## config.mk

```make
export PLATFORM = sky130hd
export DESIGN_NAME = restoring_divider
export DESIGN_NICKNAME = d
export VERILOG_FILES = /design/src/rtl/restoring_divider.sv
export SDC_FILE = /design/constraint.sdc
export NUM_CORES = 1
export LEC_CHECK = 0
export CORE_ASPECT_RATIO = 2
export CORE_UTILIZATION = 53
export DETAILED_ROUTE_END_ITERATION = 6
export GPL_TIMING_DRIVEN = 0
export PLACE_DENSITY = 0.81
export SYNTH_ARGS = -nofsm -noshare
export SYNTH_HDL_FRONTEND = slang
export SYNTH_SLANG_ARGS = --single-unit
```

## constraint.sdc

```tcl
create_clock -name clk -period 2.1 [get_ports clk]
set_input_delay 0.42 -clock clk [delete_from_list [all_inputs] [get_ports clk]]
set_output_delay 0.42 -clock clk [all_outputs]
set_load 0.005 [all_outputs]
```

## src/rtl/restoring_divider.sv

```systemverilog
// Sequential radix-2 restoring divider: one quotient bit per clock,
// start/busy handshake with a done pulse and a divide-by-zero flag.
module restoring_divider #(
  parameter int MBITS = 12,
  parameter int NBITS = 8,
  parameter int DBITS = MBITS + NBITS
) (
  input  logic             clk,
  input  logic             rst,
  input  logic             start,
  input  logic [DBITS-1:0] dvd,
  input  logic [NBITS-1:0] dvr,
  output logic             busy,
  output logic             done,
  output logic [DBITS-1:0] quot,
  output logic [NBITS-1:0] rem,
  output logic             div_zero
);

  localparam int CW = $clog2(DBITS + 1);

  typedef enum logic {IDLE, RUN} state_t;

  state_t           state;
  logic [DBITS-1:0] dvd_sr;
  logic [NBITS-1:0] dvr_r;
  logic [NBITS:0]   pr;
  logic [DBITS-1:0] q_sr;
  logic [CW-1:0]    cnt;

  logic [NBITS:0]   pr_shift;
  logic [NBITS:0]   pr_next;
  logic             q_bit;
  logic [DBITS-1:0] q_next;

  // One restoring step: shift in the next dividend bit, subtract if it fits.
  always_comb begin
    pr_shift = {pr[NBITS-1:0], dvd_sr[DBITS-1]};
    q_bit    = (pr_shift >= {1'b0, dvr_r});
    pr_next  = q_bit ? (pr_shift - {1'b0, dvr_r}) : pr_shift;
    q_next   = {q_sr[DBITS-2:0], q_bit};
  end

  always_ff @(posedge clk) begin
    if (rst) begin
      state    <= IDLE;
      dvd_sr   <= '0;
      dvr_r    <= '0;
      pr       <= '0;
      q_sr     <= '0;
      cnt      <= '0;
      busy     <= 1'b0;
      done     <= 1'b0;
      quot     <= '0;
      rem      <= '0;
      div_zero <= 1'b0;
    end else begin
      done <= 1'b0;
      case (state)
        IDLE: begin
          if (start) begin
            if (dvr != '0) begin
              dvd_sr   <= dvd;
              dvr_r    <= dvr;
              pr       <= '0;
              q_sr     <= '0;
              cnt      <= CW'(DBITS);
              busy     <= 1'b1;
              div_zero <= 1'b0;
              state    <= RUN;
            end else begin
              // Divide by zero completes immediately without a RUN phase.
              quot     <= '1;
              rem      <= dvd[NBITS-1:0];
              div_zero <= 1'b1;
              done     <= 1'b1;
            end
          end
        end
        RUN: begin
          dvd_sr <= {dvd_sr[DBITS-2:0], 1'b0};
          pr     <= pr_next;
          q_sr   <= q_next;
          cnt    <= cnt - CW'(1);
          if (cnt == CW'(1)) begin
            quot  <= q_next;
            rem   <= pr_next[NBITS-1:0];
            done  <= 1'b1;
            busy  <= 1'b0;
            state <= IDLE;
          end
        end
        default: state <= IDLE;
      endcase
    end
  end

endmodule

```

==> results of run 1 <==
==> what timing repair did <==
action,4_1_cts,5_1_grt
endpoints found under the setup margin,38,55
setup buffers,1,5
gates resized for setup,8,20
hold endpoints to repair,0,0
cloned,0,0
pin swaps,1,11
hold buffers,0,0
==> synthesized netlist by cell type (all sizes together), types with 2 or more instances <==
cell type and count:
a222oi 8, mux2i 20, o311ai 2, a21o 5, clkbuf 13, o21a 3
a22oi 3, and3 2, a21oi 30, nor4 2, nand3 4, o221a 7
a211oi 9, dfxtp 92, nor3 41, nor2 64, buf 14, o211ai 3
inv 17, ha 10, nand2 37, xor2 3, xnor2 5, o21ai 16
a31oi 10
==> kinds of logic (layout without fill, tap and decap cells) <==
family | after synthesis | count (layout) | synth area share (%)
xor+xnor | 8 | 8 | 1.79
flops | 92 | 92 | 47.1
fa+ha+maj | 11 | 11 | 3.72
buf+inv | 45 | 126 | 4.71
mux | 20 | 20 | 5.12
compound gates | 105 | 105 | 19.2
simple gates | 157 | 157 | 18.3
==> worst reg2reg max path, delay by kind of cell (launching register included) <==
family	cells	cell delay [ps]
flops	1	330
buf+inv	1	80
fa+ha+maj	1	270
compound gates	5	1070
simple gates	1	170
==> layer usage <==
layer	track usage [%]	share of wire, %	vias to the layer above
met2	52.4	54	128
met4	20.5	5.2	0
met3	5.72	4.0	40
met1	27.4	37	1714
met5	0	0	-
li1	-	-	1721
==> cells in the final DEF, fill, tap and decap left out, types with 3 or more instances in the layout <==
cell and count:
ha_1 7, clkbuf_16 9, a21o_1 5, nor2_1 63
o221a_2 6, buf_2 8, o211ai_1 3, nor3_1 41
clkdlybuf4s50_1 60, inv_1 17, buf_4 6, a211oi_1 8
a21oi_1 26, mux2i_1 20, dfxtp_2 3, nand2_2 4
dfxtp_1 89, nand2_1 32, a22oi_1 3, xnor2_1 5
clkbuf_1 15, xor2_1 3, nand3_1 4, a222oi_1 8
o21ai_0 13, a31oi_1 10, clkbuf_4 4
==> power by group through the flow <==
stage / logic [mW] / clock network (mW) / registers (mW)
finish: 1.62 / 1.49 / 1.97
global route: 1.74 / 1.59 / 1.98
CTS: 1.48 / 1.50 / 1.96
detailed placement: 1.35 / 0 / 2.00
global placement: 1.31 / 0 / 1.99
floorplan: 1.01 / 0 / 1.96
==> area by class of cell <==
type,instances,share of cell area [%]
multi-input cells,301,39.4
clock buffers,13,5.14
clock inverters,2,0.198
plain buffers,27,2.50
well taps,92,2.27
inverters,18,1.33
flip-flops and latches,92,36.4
repair buffers,66,12.7
==> state kept, by name, indices dropped and copies added, names as in the netlist <==
signal	count
rem	8
cnt	5
div_zero	1
dvd_sr	20
busy	1
quot	20
state	1
dvr_r	8
pr	8
q_sr	19
done	1
==> path summary, 6_finish.rpt <==
kind                                 start    endpoint  slack (ps)  cells after the start
worst max-delay path                dvr[6]      rem[1]          90                      7
worst min-delay path            dvd_sr[10]  dvd_sr[10]         460                      2
worst max register to register    dvr_r[4]      rem[7]         100                      8
worst min register to register  dvd_sr[10]  dvd_sr[10]         460                      2
==> through the flow <==
stage	utilization (%)	cell area, um^2
3_5_place_dp	64.1	4620
2_1_floorplan	-	3910
4_1_cts	68.7	4950
5_1_grt	70.2	5060
3_3_place_gp	64.1	4620
6_report	70.2	5060
==> results.sh, run 1 <==
export IMPL_routed_wire_length_per_instance_um=17.5
export IMPL_drive_gt1_share_pct=12.1
export IMPL_place_congestion=0.861
export IMPL_insertion_delay_ps=340
export IMPL_vdd_drop_max_mv=0.605
export IMPL_holdCritPathClass="reg2reg"
export IMPL_cts_sinks=92
export IMPL_clock_power_share_pct=29.3
export IMPL_fp_row_count=44
export IMPL_synth_async_reset_ratio_pct=0
export IMPL_htree_levels=3
export IMPL_cp_start_kind="input pin"
export IMPL_synth_warnings=0
export IMPL_slew_headroom_pct=37.8
export IMPL_multiInputGateArea_mm2=0.00199
export IMPL_diodes=0
export IMPL_net_switching_power_mw=1.64
export IMPL_numPortBuffers=60
export IMPL_status="completed"
export IMPL_whs_ps=463
export IMPL_fillerInstances=559
export IMPL_hold_violations=0
export IMPL_fin_crit_sh_pct=95.9
export IMPL_synth_cell_types=50
export IMPL_syn_cell_area_mm2=0.00391
export IMPL_swShare_pct=32.2
export IMPL_routed_wl_mm=10.7
export IMPL_vias=3603
export IMPL_syn_inst=438
export IMPL_power_mw=5.08
export IMPL_yosysTopAreaCellShare_pct=47.1
export IMPL_dp_hpwl_mm=7.81
export IMPL_synth_area_leaders="dfxtp_1, nor2_1, nor3_1, mux2i_1, a21oi_1"
export IMPL_crit_path_max_fanout=10
export IMPL_antenna_found_initial=0
export IMPL_grt_max_degree=14
export IMPL_cp_num_buf_inv=2
export IMPL_core_area_mm2=0.00721
export IMPL_path_delay_family="buffers and inverters"
export IMPL_cts_max_path_buffers=2
export IMPL_crit_path_cell_trace="clkdlybuf4s50_1, nor4_4, nand2_2, o21ai_4, clkbuf_4, o21ai_0, a31oi_1"
export IMPL_end_kind="flip-flop"
export IMPL_setup_viol=0
export IMPL_maxCapViolCount=0
export IMPL_worstPathArrival_ps=2280
export IMPL_ys_flop_type="dfxtp_1"
export IMPL_seq_area_mm2=0.00185
export IMPL_fin_tns_setup_ps=0
export IMPL_path_class="in2reg"
export IMPL_critical_path_required_ps=2360
export IMPL_grt_usage_pct=28.3
export IMPL_slew_violations=0
export IMPL_syn_num_nets=480
export IMPL_synth_edf_count=0
export IMPL_placedCellCount=590
export IMPL_crit_slowest_cell="clkdlybuf4s50_1"
export IMPL_ioPinCount=62
export IMPL_ant_nets=0
export IMPL_tightest_slew_ps=921
export IMPL_cts_tree="done"
export IMPL_p_leak_nw=1.87
export IMPL_syn_area_per_cell_um2=8.92
export IMPL_gr_total_overflow=0
export IMPL_cts_buffers=9
export IMPL_finalClockSkew_ps=5.86
export IMPL_grt_pass1_wl_mm=16.7
export IMPL_clock_fmax_mhz=497
export IMPL_place_worst_setup_slack_ps=-421
export IMPL_initial_utilization_pct=54.2
export IMPL_die_h_um=123
export IMPL_stdcell_count=611
export IMPL_power_internal_mw=3.45
export IMPL_design_die_area_mm2=0.00774
export IMPL_final_nets=557
export IMPL_initialDrtViolationCount=235
export IMPL_setup_slack_ps=87.0
export IMPL_synth_top_area_cell="dfxtp_1"
export IMPL_ys_ff_latch=92
export IMPL_drc=0
export IMPL_die_w_um=62.7
export IMPL_via_per_inst=5.90
export IMPL_syn_to_final_growth_pct=29.7
export IMPL_critPathMaxStageDelay_ps=470
export IMPL_clk_pin_slew_ps=60
export IMPL_fin_crit_ps=2010
export IMPL_yosysSeqAreaShare_pct=47.1
export IMPL_p_comb_share_pct=31.9
export IMPL_power_density_mw_per_mm2=1000
export IMPL_cts_root_buffer="clkbuf_16"
export IMPL_grt_pass1_vias=3654
export IMPL_drtPass1Iterations=5
export IMPL_pwr_share_seq_pct=38.8
export IMPL_rsz0062_at_grt="yes"
Note: power is estimated with default switching activity, not from simulation.
==> run 2: changes to the inputs <==
- CAP_MARGIN: unset -> 15
==> results of run 2 <==
No change in the layout: final DEF, timing and power equal those of run 1.
==> run 3: changes to the inputs <==
- CORE_MARGIN: unset -> 5
- GPL_TIMING_DRIVEN: 0 -> unset
==> results.sh, run 3 (same netlist as run 1, synthesis figures left out) <==
export IMPL_core_area_mm2=0.00721
export IMPL_end_kind="flip-flop"
export IMPL_path_class="reg2reg"
export IMPL_cts_sinks=92
export IMPL_setup_slack_ps=45.2
export IMPL_cts_max_path_buffers=2
export IMPL_crit_path_cell_trace="ha_1, inv_1, fa_2, nand3_1, nand2_1, a21o_1, a21oi_2, xor2_1, o32ai_1"
export IMPL_path_delay_family="adder cells"
export IMPL_via_per_inst=5.83
export IMPL_drive_gt1_share_pct=16.1
export IMPL_whs_ps=466
export IMPL_p_leak_nw=1.95
export IMPL_fp_row_count=44
export IMPL_vias=3582
export IMPL_routed_wire_length_per_instance_um=17.2
export IMPL_mostFrequentLayoutCells="dfxtp_1, nor2_1, clkdlybuf4s50_1, nor3_1, nand2_1"
export IMPL_initialDrtViolationCount=208
export IMPL_slew_headroom_pct=58.4
export IMPL_numPortBuffers=61
export IMPL_grt_usage_pct=22.8
export IMPL_place_congestion=0.859
export IMPL_grt_max_degree=60
export IMPL_clk_pin_slew_ps=60
export IMPL_hold_start="dvr_r[4]"
export IMPL_dp_hpwl_mm=7.39
export IMPL_clock_fmax_mhz=487
export IMPL_status="completed"
export IMPL_grt_pass1_wl_mm=17.1
export IMPL_fin_crit_sh_pct=97.8
export IMPL_holdCritPathClass="reg2reg"
export IMPL_htree_levels=3
export IMPL_cp_startpoint="dvr_r[0]"
export IMPL_cts_root_buffer="clkbuf_16"
export IMPL_drc=0
export IMPL_grt_pass1_vias=3608
export IMPL_vdd_drop_max_mv=0.813
export IMPL_gr_total_overflow=0
export IMPL_die_w_um=70.7
export IMPL_stdcell_area_mm2=0.00522
export IMPL_power_mw=5.39
export IMPL_rr_startpoint="dvr_r[0]"
export IMPL_initial_utilization_pct=54.2
export IMPL_design_die_area_mm2=0.00929
export IMPL_syn_to_final_growth_pct=33.6
export IMPL_cts_buffers=9
export IMPL_critPathMaxStageDelay_ps=360
export IMPL_die_h_um=131
export IMPL_drtPass1Iterations=7
export IMPL_crit_slowest_cell="dfxtp_1"
export IMPL_hold_violations=0
export IMPL_fin_crit_ps=2050
export IMPL_tightest_slew_ps=624
export IMPL_setup_viol=0
export IMPL_slew_violations=0
export IMPL_diodes=0
export IMPL_cp_num_buf_inv=1
export IMPL_reg_top3="dvd_sr x20, quot x20, q_sr x19"
export IMPL_dpl_cell_area_mm2=0.00479
export IMPL_place_worst_setup_slack_ps=-215
export IMPL_critical_path_required_ps=2290
export IMPL_routed_wl_mm=10.5
export IMPL_cp_start_kind="flip-flop"
export IMPL_insertion_delay_ps=340
export IMPL_ioPinCount=62
export IMPL_finalClockSkew_ps=3.83
export IMPL_hold_buffers=0
export IMPL_power_density_mw_per_mm2=1030
export IMPL_cts_tree="done"
export IMPL_final_common_cell="dfxtp_1"
export IMPL_antenna_found_initial=0
export IMPL_final_nets=559
export IMPL_ant_nets=0
export IMPL_worstPathArrival_ps=2250
export IMPL_maxCapViolCount=0
export IMPL_crit_path_max_fanout=2
-- run 3: changes by cell type in the layout (fill, tap and decap cells not counted), sizes merged --
cell      delta
clkbuf      -18
bufinv       +1
clkinvlp     +2
buf         +19
clkinv       -1
-- run 3: tightest hold or removal path: cells and delay by family, from the launching register on --
family | cells | cell delay [ps]
AO/OA/AOI/OAI | 1 | 50
flip-flops | 1 | 320
AND/OR/NAND/NOR | 1 | 50
-- run 3: report_power, final --
group | switching, mW | leakage (nW) | internal [mW]
registers | 0.104 | 0.751 | 1.87
clock network | 0.647 | 0.133 | 0.921
logic | 0.962 | 1.07 | 0.893
-- run 3: worst paths after layout --
check | endpoint | slack, ps | cells past startpoint
worst max-delay path | pr[6] | 50 | 9
worst min-delay path | dvr_r[4] | 470 | 2
worst max register to register | pr[6] | 50 | 9
worst min register to register | dvr_r[4] | 470 | 2
-- run 3: repair_timing --
action                                  in CTS  in global routing
buffers inserted                             1                  3
endpoints found under the setup margin      17                 20
gates resized for setup                      4                 23
pin swaps                                    4                 11
-- run 3: layer usage --
metal / global-route usage [%] / up-vias / wire length [um]
li1: - / 1722 / -
met1: 23.8 / 1723 / 3810
met2: 40.3 / 108 / 5790
met3: 5.28 / 29 / 445
met4: 13.7 / 0 / 495
met5: 0 / - / 0
-- run 3: stage by stage --
stage	utilization (%)	TNS (ps)	instances
2_1_floorplan	-	0	438
3_5_place_dp	66.4	-10360	594
3_3_place_gp	66.4	-3850	594
5_1_grt	72.4	-159	614
4_1_cts	70.8	0	611
6_report	72.4	0	614
-- run 3: area by class of cell --
cell class | count | area, um^2
sequential | 92 | 1850
inverter | 18 | 67.6
clock inverter | 4 | 50.0
multi-input combinational | 301 | 1990
fill | 527 | 1990
timing repair buffer | 95 | 918
clock buffer | 12 | 236
tap | 92 | 115
